[src/rtl/frame_painter_if.sv]
// Plot-path bundle between the frame painter, its requester, the image ROM and the VGA adapter.
interface frame_painter_if #(
  parameter int unsigned X_W      = 8,
  parameter int unsigned Y_W      = 7,
  parameter int unsigned ADDR_W   = 15,
  parameter int unsigned COLOUR_W = 3
) ();
  logic                start;
  logic [1:0]          mode;
  logic [COLOUR_W-1:0] fill_colour;
  logic [ADDR_W-1:0]   rom_addr;
  logic [COLOUR_W-1:0] rom_q;
  logic [X_W-1:0]      x;
  logic [Y_W-1:0]      y;
  logic [COLOUR_W-1:0] colour;
  logic                plot;
  logic                busy;
  logic                done;

  modport master (
    input  start, mode, fill_colour, rom_q,
    output rom_addr, x, y, colour, plot, busy, done
  );

  modport slave (
    output start, mode, fill_colour, rom_q,
    input  rom_addr, x, y, colour, plot, busy, done
  );
endinterface

[src/rtl/frame_painter.sv]
// Full-screen raster painter: walks every pixel once per start, colouring from fill, ROM or keyed ROM.
module frame_painter #(
  parameter int unsigned H_RES       = 160,
  parameter int unsigned V_RES       = 120,
  parameter int unsigned X_W         = 8,
  parameter int unsigned Y_W         = 7,
  parameter int unsigned ADDR_W      = 15,
  parameter int unsigned COLOUR_W    = 3,
  parameter int unsigned ROM_LATENCY = 1,
  parameter logic [COLOUR_W-1:0] KEY_COLOUR = COLOUR_W'(3'b100)
) (
  input logic            clk,
  input logic            rst,
  frame_painter_if.master bus
);
  localparam int unsigned DRAIN_W = $clog2(ROM_LATENCY + 2);
  localparam logic [X_W-1:0]     X_LAST      = X_W'(H_RES - 1);
  localparam logic [Y_W-1:0]     Y_LAST      = Y_W'(V_RES - 1);
  localparam logic [DRAIN_W-1:0] DRAIN_LAST  = DRAIN_W'(ROM_LATENCY);
  localparam logic [1:0]         MODE_IMAGE  = 2'd1;
  localparam logic [1:0]         MODE_MASKED = 2'd2;

  typedef enum logic [1:0] {S_IDLE, S_RUN, S_DRAIN, S_DONE} state_t;

  state_t              state_q, state_d;
  logic [X_W-1:0]      cnt_x;
  logic [Y_W-1:0]      cnt_y;
  logic [DRAIN_W-1:0]  drain_cnt;
  logic [1:0]          mode_q;
  logic [COLOUR_W-1:0] fill_q;
  logic [X_W-1:0]      pipe_x [ROM_LATENCY];
  logic [Y_W-1:0]      pipe_y [ROM_LATENCY];
  logic                pipe_v [ROM_LATENCY];
  logic                accept_c;
  logic                last_pix_c;
  logic [COLOUR_W-1:0] pix_colour_c;

  assign accept_c   = (state_q == S_IDLE) && bus.start;
  assign last_pix_c = (state_q == S_RUN) && (cnt_x == X_LAST) && (cnt_y == Y_LAST);

  always_ff @(posedge clk or negedge rst) begin
    if (!rst) state_q <= S_IDLE;
    else      state_q <= state_d;
  end

  always_comb begin
    state_d = state_q;
    case (state_q)
      S_IDLE:  if (bus.start) state_d = S_RUN;
      S_RUN:   if (last_pix_c) state_d = S_DRAIN;
      S_DRAIN: if (drain_cnt == DRAIN_LAST) state_d = S_DONE;
      S_DONE:  state_d = S_IDLE;
      default: state_d = S_IDLE;
    endcase
  end

  // Colour of the pixel leaving the last delay stage, aligned with its rom_q.
  always_comb begin
    pix_colour_c = fill_q;
    case (mode_q)
      MODE_IMAGE:  pix_colour_c = bus.rom_q;
      MODE_MASKED: pix_colour_c = (bus.rom_q == KEY_COLOUR) ? fill_q : bus.rom_q;
      default:     pix_colour_c = fill_q;
    endcase
  end

  // Issue counters; x/y/address step together so no divide is ever needed.
  always_ff @(posedge clk or negedge rst) begin
    if (!rst) begin
      cnt_x        <= '0;
      cnt_y        <= '0;
      bus.rom_addr <= '0;
      mode_q       <= '0;
      fill_q       <= '0;
      drain_cnt    <= '0;
    end else begin
      if (accept_c) begin
        cnt_x        <= '0;
        cnt_y        <= '0;
        bus.rom_addr <= '0;
        mode_q       <= bus.mode;
        fill_q       <= bus.fill_colour;
      end else if ((state_q == S_RUN) && !last_pix_c) begin
        bus.rom_addr <= bus.rom_addr + ADDR_W'(1);
        if (cnt_x == X_LAST) begin
          cnt_x <= '0;
          cnt_y <= cnt_y + Y_W'(1);
        end else begin
          cnt_x <= cnt_x + X_W'(1);
        end
      end
      drain_cnt <= (state_q == S_DRAIN) ? drain_cnt + DRAIN_W'(1) : '0;
    end
  end

  // Coordinate delay line matching the ROM read latency, then the output register.
  always_ff @(posedge clk or negedge rst) begin
    if (!rst) begin
      for (int unsigned i = 0; i < ROM_LATENCY; i++) begin
        pipe_x[i] <= '0;
        pipe_y[i] <= '0;
        pipe_v[i] <= 1'b0;
      end
      bus.x      <= '0;
      bus.y      <= '0;
      bus.colour <= '0;
      bus.plot   <= 1'b0;
      bus.busy   <= 1'b0;
      bus.done   <= 1'b0;
    end else begin
      pipe_x[0] <= cnt_x;
      pipe_y[0] <= cnt_y;
      pipe_v[0] <= (state_q == S_RUN);
      for (int unsigned i = 1; i < ROM_LATENCY; i++) begin
        pipe_x[i] <= pipe_x[i-1];
        pipe_y[i] <= pipe_y[i-1];
        pipe_v[i] <= pipe_v[i-1];
      end
      bus.plot <= pipe_v[ROM_LATENCY-1];
      if (pipe_v[ROM_LATENCY-1]) begin
        bus.x      <= pipe_x[ROM_LATENCY-1];
        bus.y      <= pipe_y[ROM_LATENCY-1];
        bus.colour <= pix_colour_c;
      end
      bus.busy <= (state_d == S_RUN) || (state_d == S_DRAIN);
      bus.done <= (state_d == S_DONE);
    end
  end
endmodule

[src/flat_wrapper.sv]
// flat-port wrapper written by rule: the top's interface ports become plain ports
module frame_painter_flat 
#(
  parameter int unsigned H_RES       = 160,
  parameter int unsigned V_RES       = 120,
  parameter int unsigned X_W         = 8,
  parameter int unsigned Y_W         = 7,
  parameter int unsigned ADDR_W      = 15,
  parameter int unsigned COLOUR_W    = 3,
  parameter int unsigned ROM_LATENCY = 1,
  parameter logic [COLOUR_W-1:0] KEY_COLOUR = COLOUR_W'(3'b100)
)
  (clk, rst, bus_start, bus_mode, bus_fill_colour, bus_rom_q, bus_rom_addr, bus_x, bus_y, bus_colour, bus_plot, bus_busy, bus_done);
  frame_painter_if #(.X_W(X_W), .Y_W(Y_W), .ADDR_W(ADDR_W), .COLOUR_W(COLOUR_W)) bus_i ();
  input logic clk;
  input logic rst;
  input wire logic [$bits(bus_i.start)-1:0] bus_start;
  input wire logic [$bits(bus_i.mode)-1:0] bus_mode;
  input wire logic [$bits(bus_i.fill_colour)-1:0] bus_fill_colour;
  input wire logic [$bits(bus_i.rom_q)-1:0] bus_rom_q;
  output wire logic [$bits(bus_i.rom_addr)-1:0] bus_rom_addr;
  output wire logic [$bits(bus_i.x)-1:0] bus_x;
  output wire logic [$bits(bus_i.y)-1:0] bus_y;
  output wire logic [$bits(bus_i.colour)-1:0] bus_colour;
  output wire logic [$bits(bus_i.plot)-1:0] bus_plot;
  output wire logic [$bits(bus_i.busy)-1:0] bus_busy;
  output wire logic [$bits(bus_i.done)-1:0] bus_done;
  assign bus_i.start = bus_start;
  assign bus_i.mode = bus_mode;
  assign bus_i.fill_colour = bus_fill_colour;
  assign bus_i.rom_q = bus_rom_q;
  assign bus_rom_addr = bus_i.rom_addr;
  assign bus_x = bus_i.x;
  assign bus_y = bus_i.y;
  assign bus_colour = bus_i.colour;
  assign bus_plot = bus_i.plot;
  assign bus_busy = bus_i.busy;
  assign bus_done = bus_i.done;
  frame_painter #(.H_RES(H_RES), .V_RES(V_RES), .X_W(X_W), .Y_W(Y_W), .ADDR_W(ADDR_W), .COLOUR_W(COLOUR_W), .ROM_LATENCY(ROM_LATENCY), .KEY_COLOUR(KEY_COLOUR)) u_core (.clk(clk), .rst(rst), .bus(bus_i));
endmodule
[config.mk]
export PLATFORM = sky130hd
export DESIGN_NAME = frame_painter_flat
export DESIGN_NICKNAME = d
export VERILOG_FILES = /design/src/rtl/frame_painter_if.sv /design/src/rtl/frame_painter.sv /design/src/flat_wrapper.sv
export SDC_FILE = /design/constraint.sdc
export NUM_CORES = 1
export LEC_CHECK = 0
export CAP_MARGIN = 20
export CORE_ASPECT_RATIO = 1.4
export CORE_MARGIN = 2
export CORE_UTILIZATION = 30
export DETAILED_ROUTE_END_ITERATION = 8
export SLEW_MARGIN = 20
export SYNTH_ARGS = -nofsm -noshare
export SYNTH_HDL_FRONTEND = slang
export SYNTH_SLANG_ARGS = --single-unit
[constraint.sdc]
create_clock -name clk -period 4.6 [get_ports clk]
set_input_delay 0.92 -clock clk [delete_from_list [all_inputs] [get_ports clk]]
set_output_delay 0.92 -clock clk [all_outputs]
set_load 0.05 [all_outputs]
## Word-level counts from Yosys, hierarchy flattened

Index checks and enable logic that the tools add are counted.
W data, S select, Z words.

- Word-level logic and storage cells: 57
- Register bits after elaboration: 76
- Output and inout port bits: 36
- Input bits: 11

- Equality and inequality tests: 12
- Add/subtract/negate cells: 4
- Muxes and demuxes: 15
- Reductions and logical operators: 10

Operators with widths:

| kind | count |
|---|---|
| $mux W15 | 2 |
| $mux W8 | 3 |
| $mux W7 | 3 |
| $add A15 B1 Y15 const B | 1 |
| $eq A2 B2 Y1 const B | 5 |
| $add A8 B1 Y8 const B | 1 |
| $eq A2 B1 Y1 const B | 4 |
| $eq A8 B8 Y1 const B | 1 |
| $mux W2 | 4 |
| $pmux W2 S4 | 1 |
| $add A7 B1 Y7 const B | 1 |
| $eq A7 B7 Y1 const B | 1 |
| $pmux W3 S2 | 1 |
| $logic_and A1 B1 Y1 | 4 |
| $reduce_bool A2 Y1 | 2 |
| $eq A3 B3 Y1 const B | 1 |
| $mux W3 | 1 |
| $add A2 B1 Y2 const B | 1 |
| $logic_not A2 Y1 | 1 |
| $reduce_and A2 Y1 | 1 |
| $logic_not A1 Y1 | 1 |
| $logic_or A1 B1 Y1 | 1 |

## Longest topological paths before layout

Gate-level depths: netlist of the first run.

- Word-level depth: 7
- Mapped depth: 7
- Depth with buffers taken out: 6

## Worst setup path after synthesis of the first run

Ideal clock, no wire load.

- Path kind: register to register
- Start point: reg u_core.cnt_x[5]
- End point: reg u_core.bus.busy
- Clock period less this slack: 2.080 ns
- Stages on the path, launching flop included: 7
- Path slack: 2.520 ns
- Data arrival time: 1.955 ns
- Cells stage by stage: dfrtp_1 > or3b_1 > buf_6 > or4_1 > clkbuf_2 > o21ai_0 > ha_1

- Cells in the longest elaborated chain, start to end: 7
- Elaborated cells on any way between the ends: 8
- Classes of those cells: eq/ne (3); mux (2); reduce/logical (3)

Ends and longest elaborated chain:

| element | RTL line | RTL |
|---|---|---|
| start: declaration | frame_painter.sv:26 | `logic [X_W-1:0] cnt_x;` |
| start signal: assignment | frame_painter.sv:89 | `cnt_x <= cnt_x + X_W'(1);` |
| $eq A8 B8 Y1 * | frame_painter.sv:39 | `assign last_pix_c = (state_q == S_RUN) && (cnt_x == X_LAST) && (cnt_y == Y_LAST);` |
| $logic_and A1 B1 Y1 * (2 in a row) | frame_painter.sv:39 |  |
| $mux W2 * | frame_painter.sv:50 | `S_RUN: if (last_pix_c) state_d = S_DRAIN;` |
| $pmux W2 S4 * | frame_painter.sv:48 | `case (state_q)` |
| $eq A2 B1 Y1 / $eq A2 B2 Y1 (equally long branches) | frame_painter.sv:125 | `bus.busy <= (state_d == S_RUN) \|\| (state_d == S_DRAIN);` |
| $logic_or A1 B1 Y1 * | frame_painter.sv:125 |  |
| end signal: assignment | frame_painter.sv:125 |  |
| end: declaration | frame_painter_if.sv:22 | `output rom_addr, x, y, colour, plot, busy, done` |

Every way passes the cells marked *; elsewhere a longest branch is shown, timed or not.
A chain may end at the register's enable or synchronous reset.

## Final worst setup path of the first run

- Start point: reg u_core.bus.rom_addr[4]
- End point: out bus_rom_addr[4]

RTL lines:

| element | RTL line | RTL |
|---|---|---|
| start: declaration | frame_painter_if.sv:22 |  |
| start signal: assignment | frame_painter.sv:84 | `bus.rom_addr <= bus.rom_addr + ADDR_W'(1);` |
| end: declaration | flat_wrapper.sv:21 | `output wire logic [$bits(bus_i.rom_addr)-1:0] bus_rom_addr;` |

No word-level cell between the ends.

==> flow_metrics.py, run 1 <==
metrics = {
    "run_status": {
        "status": "finished clean",
    },
    "setup_path": {
        "critPathLaunchType": "flop",
        "crit_fanout": 8,
        "path_cells": "clkdlybuf4s50_1",
        "worst_setup_path_end_kind": "primary output",
        "crit_required_ns": 3.68,
        "cpPeakStageDelay_ns": 0.85,
        "crit_arrival_ns": 1.65,
        "cp.buffers_inverters": 1,
        "critical-path-slowest-cell": "clkdlybuf4s50_1",
        "cpLargestDelayFamily": "buffers and inverters",
        "path_class": "flop to primary output",
    },
    "detailed_routing": {
        "postRouteAntennaNets": 0,
        "drtIter0Drc": 178,
        "drc": 0,
        "wl_per_cell_um": 14.01,
        "route.vias.total": 2387,
        "wl_um": 6767,
        "vias_per_cell": 4.942,
        "drt_pass1_iterations": 4,
    },
    "sta": {
        "report.final.slew_viol_count": 0,
        "rsz0062_at_grt": "no",
        "slew_headroom": 0.3866,
        "holdWs_ns": 0.4283,
        "fin_tns_setup_ns": 0,
        "finalHoldViolCount": 0,
        "fin_skew_ns": 0.003164,
        "period_share": 0.5597,
        "min_period_ns": 2.575,
        "finalSetupViolations": 0,
        "tightest_slew_ns": 0.9181,
        "fmax_mhz": 388.4,
    },
    "synthesis": {
        "synthCells": 290,
        "postSynth.asyncResetShare": 1.000,
        "synth_nets": 308,
        "yosysTopAreaCell": "dfrtp_1",
        "yosys-top-cells-area": "dfrtp_1, mux2_2, nand2_1",
        "ys.flop_type": "dfrtp_1",
        "synth.distinct_cells": 54,
        "synth_edf_count": 0,
        "netlist_area_mm2": 0.003334,
        "synth_warnings": 0,
        "synth.avg_cell_area_um2": 11.50,
        "ys_seq_elements": 76,
        "ys_seq_area_frac": 0.5704,
        "synth_top_area_share": 0.5704,
    },
    "pwr": {
        "leakagePower_nw": 1.768,
        "power_density_mw_per_mm2": 497.6,
        "vdd_drop_max_mv": 0.1813,
    },
    "placement": {
        "placed_area_mm2": 0.003892,
        "io_buffer_count": 46,
        "dp_hpwl_um": 4544,
        "gp_congestion": 0.8392,
        "placed_cells": 466,
    },
    "floorplanning": {
        "initial_core_util": 0.3069,
        "num_rows": 45,
        "core_mm2": 0.01087,
        "io_pins": 47,
        "die_h_um": 128.7,
        "die_w_um": 93.10,
        "dieArea_mm2": 0.01199,
    },
    "global_route": {
        "grt_pass1_vias": 2387,
        "antenna_found_initial": 0,
        "grt_max_degree": 77,
        "grt_pass1_wl_um": 11710,
        "overflow": 0,
        "track_usage": 0.1229,
    },
    "cells_and_area": {
        "drive_above_1_share": 0.1491,
        "final_cell_mix": "dfrtp_1, clkdlybuf4s50_1, nand2_1",
        "final_common_cell": "dfrtp_1",
        "area_growth_pct": 27.09,
        "finalInstanceArea_mm2": 0.004238,
        "fin_nets": 355,
        "antenna_cells": 0,
        "final_cells": 483,
    },
    "run": {
        "maxCapViolations": 0,
    },
    "clock_tree": {
        "h-tree-depth": 3,
        "clk_path_buf_depth": 2,
        "clk_pin_slew_ns": 0.06,
        "post_cts_resized": 0,
        "postCtsHoldBufs": 0,
        "insertion_delay_ns": 0.32,
        "clock-sinks": 76,
        "cts_tree": "built",
        "post_cts.repair.setup_buffers": 0,
        "numCtsBuffers": 9,
        "ctsRootBufferMaster": "clkbuf_16",
    },
    "hold_path": {
        "min_path_type": "flop to flop",
    },
}
==> through the flow <==
step                power (mW)  setup slack (ns)    util
floorplan                1.214             2.520       -
global placement         1.374             1.967  0.3582
detailed placement       1.384             1.950  0.3582
global route             2.222             1.975  0.3900
CTS                      2.136             2.012  0.3875
finish                   2.109             2.025  0.3900
==> metal layers <==
metal | vias up | part of all wire | GRT usage
met1 | 1171 | 0.44 | 0.1552
met4 | 0 | 0.022 | 0.06228
li1 | 1157 | - | -
met2 | 48 | 0.50 | 0.1991
met5 | - | 0 | 0
met3 | 11 | 0.036 | 0.02635
==> flip-flops by register name, summed over array words and instances, names as in the netlist, 2 cells and up <==
register / cells
u_core.bus.colour: 3
u_core.drain_cnt: 2
u_core.pipe_x: 8
u_core.fill_q: 3
u_core.cnt_y: 7
u_core.state_q: 2
u_core.bus.y: 7
u_core.bus.x: 8
u_core.pipe_y: 7
u_core.cnt_x: 8
u_core.bus.rom_addr: 15
u_core.mode_q: 2
==> synth_stat cells, drive strengths merged, types with 2 or more instances <==
cell type and n:
dfrtp 76, nand2 30, a21oi 16, nor2 16, mux2 15, nand3 14, o21ai 14, or4 10
buf 9, o31ai 9, inv 8, mux2i 8, ha 7, nand2b 5, nand4 5, clkbuf 4
a31oi 3, and3 3, nor3 3, nor3b 3, nor4 3, o211ai 3, o21a 3, a22oi 2
and4 2, nor4b 2, o31a 2, or3b 2
==> cells by family (layout without fill, tap and decap cells) <==
| kind of cell | count (synthesis) | count (layout) | share of synthesized area |
|---|---|---|---|
| AND/OR/NAND/NOR | 102 | 102 | 0.1715 |
| flip-flops | 76 | 76 | 0.5704 |
| AO/OA/AOI/OAI | 60 | 60 | 0.1167 |
| multiplexers | 23 | 23 | 0.07467 |
| buffers and inverters | 21 | 73 | 0.03790 |
| adder cells (fa/ha/maj) | 7 | 7 | 0.02627 |
| XOR/XNOR | 1 | 1 | 0.002627 |
==> power breakdown <==
part / switching, mW / internal, mW
registers: 0.0981 / 0.798
logic: 0.290 / 0.183
clock network: 0.253 / 0.487
==> path summary, 6_finish.rpt <==
path / start / slack, ns / cells after the start / end
worst max-delay path: u_core.bus.rom_addr[4]$_DFFE_PN0P_ / 2.03 / 1 / bus_rom_addr[4]
worst min register to register: u_core.cnt_y[5]$_DFFE_PN0P_ / 0.43 / 0 / u_core.pipe_y[5]$_DFF_PN0_
max in group asynchronous: rst / 3.58 / 2 / u_core.fill_q[2]$_DFFE_PN0P_
worst max register to register: u_core.state_q[1]$_DFF_PN0_ / 2.15 / 5 / u_core.bus.rom_addr[10]$_DFFE_PN0P_
worst min-delay path: u_core.cnt_y[5]$_DFFE_PN0P_ / 0.43 / 0 / u_core.pipe_y[5]$_DFF_PN0_
min in group asynchronous: rst / 0.46 / 1 / u_core.bus.x[3]$_DFFE_PN0P_
==> area by class of cell <==
class / instances / area (µm²)
Multi-Input combinational cell: 193 / 1311
Clock inverter: 5 / 75.07
Fill cell: 1031 / 6629
Sequential cell: 76 / 1902
Inverter: 8 / 30.03
Clock buffer: 11 / 242.7
Timing Repair Buffer: 49 / 500.5
Tap cell: 141 / 176.4
(Power assumes the default switching activity.)
==> inputs of run 2 (changes only) <==
clock period = 2.4 ns   (was 4.6 ns; I/O delays follow)
==> run 2 against run 1 <==
Register-to-register slack worse by 1.9 ns. Critical endpoint is now u_core.bus.rom_addr[4]$_DFFE_PN0P_. Sequential share of layout area is essentially flat. Sequential cell count stayed put. Utilization about the same. Sequential power rose by 91%. Combinational power increased by 93%. Critical path depth up 4. Global-route usage about the same. Clock power increased by 65%.
==> flow_metrics.py, run 2 (synthesized netlist as in run 1, its figures left out) <==
metrics = {
    "sta": {
        "finalHoldViolCount": 0,
        "slew_headroom": 0.5121,
        "fin_skew_ns": 0.005443,
        "period_share": 0.9113,
        "rsz0062_at_grt": "no",
        "tightest_slew_ns": 0.7319,
        "fin_tns_setup_ns": 0,
        "finalSetupViolations": 0,
        "report.final.slew_viol_count": 0,
        "fmax_mhz": 457.2,
        "min_period_ns": 2.187,
    },
    "clock_tree": {
        "clk_path_buf_depth": 2,
        "post_cts.repair.setup_buffers": 0,
        "post_cts_resized": 0,
        "h-tree-depth": 3,
        "clock-sinks": 76,
        "postCtsHoldBufs": 0,
        "clk_pin_slew_ns": 0.06,
        "insertion_delay_ns": 0.33,
        "ctsRootBufferMaster": "clkbuf_16",
        "cts_tree": "built",
        "numCtsBuffers": 9,
    },
    "floorplanning": {
        "die_w_um": 93.10,
        "num_rows": 45,
        "die_h_um": 128.7,
        "core_mm2": 0.01087,
        "initial_core_util": 0.3069,
        "dieArea_mm2": 0.01199,
        "io_pins": 47,
    },
    "detailed_routing": {
        "vias_per_cell": 4.931,
        "drc": 0,
        "postRouteAntennaNets": 0,
        "wl_per_cell_um": 13.89,
        "route.vias.total": 2416,
        "drt_pass1_iterations": 4,
        "wl_um": 6808,
        "drtIter0Drc": 117,
    },
    "pwr": {
        "p_total_mw": 3.849,
        "power_density_mw_per_mm2": 908.8,
        "leakagePower_nw": 1.773,
        "vdd_drop_max_mv": 0.3218,
    },
    "hold_path": {
        "min_path_type": "input pin to async pin",
    },
    "cells_and_area": {
        "drive_above_1_share": 0.1662,
        "largest_reg_flops": 15,
        "fin_nets": 362,
        "final_cell_mix": "dfrtp_1, clkdlybuf4s50_1, nand2_1",
        "final_common_cell": "dfrtp_1",
        "top_register": "u_core.bus.rom_addr",
        "antenna_cells": 0,
        "area_growth_pct": 27.02,
    },
    "run": {
        "maxCapViolations": 0,
    },
    "setup_path": {
        "critPathLaunchType": "flop",
        "r2r_setup_slack_ns": 0.21,
        "crit_fanout": 19,
        "worst_setup_path_end_kind": "flop",
        "crit_arrival_ns": 2.41,
        "cpPeakStageDelay_ns": 0.54,
        "crit_required_ns": 2.62,
        "path_class": "flop to flop",
        "critical-path-slowest-cell": "or3b_1",
        "path_cells": "or3b_1 > nor4_4 > buf_4 > nor3_1 > o21a_1",
    },
    "global_route": {
        "antenna_found_initial": 0,
        "grt_pass1_vias": 2330,
        "grt_max_degree": 41,
        "grt_pass1_wl_um": 11540,
        "overflow": 0,
        "track_usage": 0.1228,
    },
    "placement": {
        "gp_congestion": 0.7939,
        "io_buffer_count": 46,
        "dp_hpwl_um": 4750,
    },
    "run_status": {
        "status": "finished clean",
    },
}
## run 2: metrics by stage
| stage | cells | utilization | hold slack [ns] | worst slack [ns] | cell area [µm²] |
|---|---|---|---|---|---|
| 6_report | 490 | 0.3898 | 0.1317 | 0.2130 | 4235 |
| 5_1_grt | 490 | 0.3898 | 0.1746 | 0.01879 | 4235 |
| 4_1_cts | 490 | 0.3898 | 0.1492 | 0.1844 | 4235 |
| 3_5_place_dp | 474 | 0.3649 | 0.4273 | 0.2039 | 3965 |
| 3_3_place_gp | 474 | 0.3649 | 0.4081 | 0.2443 | 3965 |
| 2_1_floorplan | 290 | - | 0.1844 | 0.3196 | 3334 |
## run 2: layout make-up
class | count | area (µm²)
Inverter | 8 | 30.03
Sequential cell | 76 | 1902
Clock buffer | 11 | 242.7
Multi-Input combinational cell | 193 | 1311
Clock inverter | 5 | 27.53
Tap cell | 141 | 176.4
Fill cell | 1056 | 6631
Timing Repair Buffer | 56 | 545.5
## run 2: metal layers
metal | wire length, µm | global-route usage | share of wire
met3 | 200 | 0.02576 | 0.029
met4 | 140 | 0.06488 | 0.021
met2 | 3396 | 0.1961 | 0.50
met1 | 3070 | 0.1567 | 0.45
met5 | 0 | 0 | 0
## run 2: path summary, 6_finish.rpt
path,cells after the start,end,from
max in group asynchronous,2,u_core.fill_q[0]$_DFFE_PN0P_,rst
min,1,u_core.bus.x[4]$_DFFE_PN0P_,rst
max,5,u_core.bus.rom_addr[4]$_DFFE_PN0P_,u_core.cnt_x[5]$_DFFE_PN0P_
min reg2reg,1,u_core.drain_cnt[0]$_DFF_PN0_,u_core.drain_cnt[0]$_DFF_PN0_
min in group clk,1,u_core.drain_cnt[0]$_DFF_PN0_,u_core.drain_cnt[0]$_DFF_PN0_
max reg2reg,5,u_core.bus.rom_addr[4]$_DFFE_PN0P_,u_core.cnt_x[5]$_DFFE_PN0P_
## run 2: worst max-delay path, delay by kind of cell, from the launching register on
| kind | cells | cell delay (ns) |
|---|---|---|
| DFF | 1 | 0.44 |
| buffers and inverters | 1 | 0.32 |
| and+or+nand+nor | 3 | 1.15 |
| AOI/OAI and AO/OA | 1 | 0.17 |
## run 2: report_power, final
part           switching, mW  internal (mW)  total, mW  leakage (nW)
clock network          0.501          0.720       1.22         0.135
registers              0.184           1.53       1.71         0.910
logic                  0.555          0.359      0.915         0.728
total                   1.24           2.61       3.85          1.77
==> inputs of run 3 (changes only) <==
RECOVER_POWER = 100   (was default)
clock period = 2.5 ns   (was 2.4 ns; I/O delays follow)
==> run 3 against run 2 <==
The flow now finishes with violations (capacitance limit, slew limit). Critical path depth stayed put. Sequential share of layout area is 0.28 points lower. Clock power is 20% higher. Combinational power is 7.9% lower. Clock skew is 0.0012 ns higher. Global-route usage is 0.39 points higher. Largest cell class unchanged. Utilization is 0.24 points higher. Die area stayed put. Hold slack better by 0.30 ns. Clock-buffer cell count is 2 lower.
==> flow_metrics.py, run 3 (synthesized netlist as in run 1, its figures left out) <==
metrics = {
    "sta": {
        "finalSetupViolations": 0,
        "setup_slack_ns": 0.2022,
        "report.final.slew_viol_count": 39,
        "slew_headroom": -0.3189,
        "finalHoldViolCount": 0,
        "min_period_ns": 2.298,
        "tightest_slew_ns": 1.978,
        "fin_tns_setup_ns": 0,
        "fin_skew_ns": 0.006655,
        "fmax_mhz": 435.2,
        "rsz0062_at_grt": "no",
        "period_share": 0.9191,
    },
    "clock_tree": {
        "clk_pin_slew_ns": 0.06,
        "cts_tree": "built",
        "numCtsBuffers": 9,
        "post_cts.repair.setup_buffers": 0,
        "ctsRootBufferMaster": "clkbuf_16",
        "clock-sinks": 76,
        "postCtsHoldBufs": 0,
        "clk_path_buf_depth": 2,
        "h-tree-depth": 3,
        "insertion_delay_ns": 0.33,
        "post_cts_resized": 0,
    },
    "setup_path": {
        "critPathLaunchType": "input pin",
        "critPathLaunch": "bus_start",
        "crit_arrival_ns": 2.48,
        "crit_required_ns": 2.68,
        "path_class": "input pin to flop",
        "r2r-start": "u_core.cnt_x[5]$_DFFE_PN0P_",
        "r2r-end": "u_core.bus.busy$_DFF_PN0_",
        "reg2reg_depth": 4,
        "crit_fanout": 14,
        "worst_setup_path_end_kind": "flop",
        "r2r_setup_slack_ns": 0.30,
    },
    "run_status": {
        "status": "complete, but fails checks",
        "violations": "capacitance limit, slew limit",
    },
    "cells_and_area": {
        "drive_above_1_share": 0.1490,
        "top_register": "u_core.bus.rom_addr",
        "largest_reg_flops": 15,
        "antenna_cells": 0,
        "area_growth_pct": 27.80,
        "final_common_cell": "dfrtp_1",
        "fill_cells": 1068,
        "final_cells": 490,
        "fin_nets": 362,
        "final_cell_mix": "dfrtp_1, dlygate4sd3_1, nand2_1",
    },
    "pwr": {
        "vdd_drop_max_mv": 0.2942,
        "p_int_mw": 2.748,
        "seqPwrFrac": 0.416,
        "power_density_mw_per_mm2": 927.1,
        "leakagePower_nw": 1.818,
        "p_clk_frac": 0.370,
        "power.switching_mw": 1.203,
        "p_total_mw": 3.951,
        "p_comb_frac": 0.213,
        "swShare": 0.3045,
    },
    "detailed_routing": {
        "drc": 0,
        "drt_pass1_iterations": 4,
        "wl_um": 7007,
        "route.vias.total": 2434,
        "drtIter0Drc": 207,
        "postRouteAntennaNets": 0,
        "vias_per_cell": 4.967,
        "wl_per_cell_um": 14.30,
    },
    "placement": {
        "gp_congestion": 0.8420,
        "placed_cells": 474,
        "dp_hpwl_um": 4977,
        "io_buffer_count": 46,
        "pre_cts_ws_ns": 0.3098,
    },
    "floorplanning": {
        "num_rows": 45,
        "io_pins": 47,
        "initial_core_util": 0.3069,
        "die_h_um": 128.7,
        "dieArea_mm2": 0.01199,
        "core_mm2": 0.01087,
        "die_w_um": 93.10,
    },
    "global_route": {
        "grt_pass1_wl_um": 12020,
        "track_usage": 0.1267,
        "grt_pass1_vias": 2436,
        "grt_max_degree": 39,
        "antenna_found_initial": 0,
        "overflow": 0,
    },
    "run": {
        "maxCapViolations": 1,
    },
    "hold_path": {
        "min_path_cells": 1,
        "holdPathEnd": "u_core.drain_cnt[0]$_DFF_PN0_",
        "min_from": "u_core.drain_cnt[0]$_DFF_PN0_",
        "min_path_type": "flop to flop",
    },
}
-- run 3: layout make-up --
type                       instances  area (µm²)  share of cell area
sequential                        76        1902              0.4463
multi-input combinational        193        1303              0.3056
timing repair buffer              56       510.5              0.1198
clock buffer                       9       225.2             0.05285
tap                              141       176.4             0.04140
clock inverter                     7       115.1             0.02701
inverter                           8       30.03            0.007046
-- run 3: worst max-delay path by stage --
stage	end	slack, ns	depth (start not counted)
2_1_floorplan	u_core.bus.busy$_DFF_PN0_	0.42	6
3_3_place_gp	u_core.bus.busy$_DFF_PN0_	0.30	4
3_5_place_dp	u_core.bus.busy$_DFF_PN0_	0.31	4
4_1_cts	u_core.bus.busy$_DFF_PN0_	0.29	4
5_1_grt	u_core.mode_q[1]$_DFFE_PN0P_	0.04	5
6_report	u_core.mode_q[1]$_DFFE_PN0P_	0.20	5
-- run 3: stage by stage --
| stage | hold WS (ns) | util | cell area, µm² |
|---|---|---|---|
| CTS | 0.1433 | 0.3950 | 4293 |
| global placement | 0.4075 | 0.3637 | 3953 |
| floorplan | 0.2044 | - | 3334 |
| finish | 0.4305 | 0.3922 | 4262 |
| detailed placement | 0.4282 | 0.3637 | 3953 |
| global route | 0.4521 | 0.3922 | 4262 |
-- run 3: routing by layer --
layer | GRT usage | part of all wire | vias up
met1 | 0.1574 | 0.43 | 1199
met4 | 0.05277 | 0.019 | 0
met3 | 0.03162 | 0.032 | 10
met5 | 0 | 0 | -
li1 | - | - | 1176
met2 | 0.2106 | 0.52 | 49
-- run 3: power by group through the flow --
| stage | combinational, mW | sequential, mW | clock (mW) |
|---|---|---|---|
| after floorplan | 0.312 | 1.92 | 0 |
| after global placement | 0.870 | 1.67 | 0 |
| after detailed placement | 0.882 | 1.68 | 0 |
| after CTS | 0.883 | 1.65 | 1.49 |
| after global routing | 0.911 | 1.69 | 1.56 |
| final | 0.843 | 1.64 | 1.46 |
-- run 3: worst max-delay path: stages --
cell	delay [ns]
clkdlybuf4s50_1	0.49
nor3b_1	0.44
clkbuf_1	0.34
clkbuf_1	0.54
o21ai_0	0.17
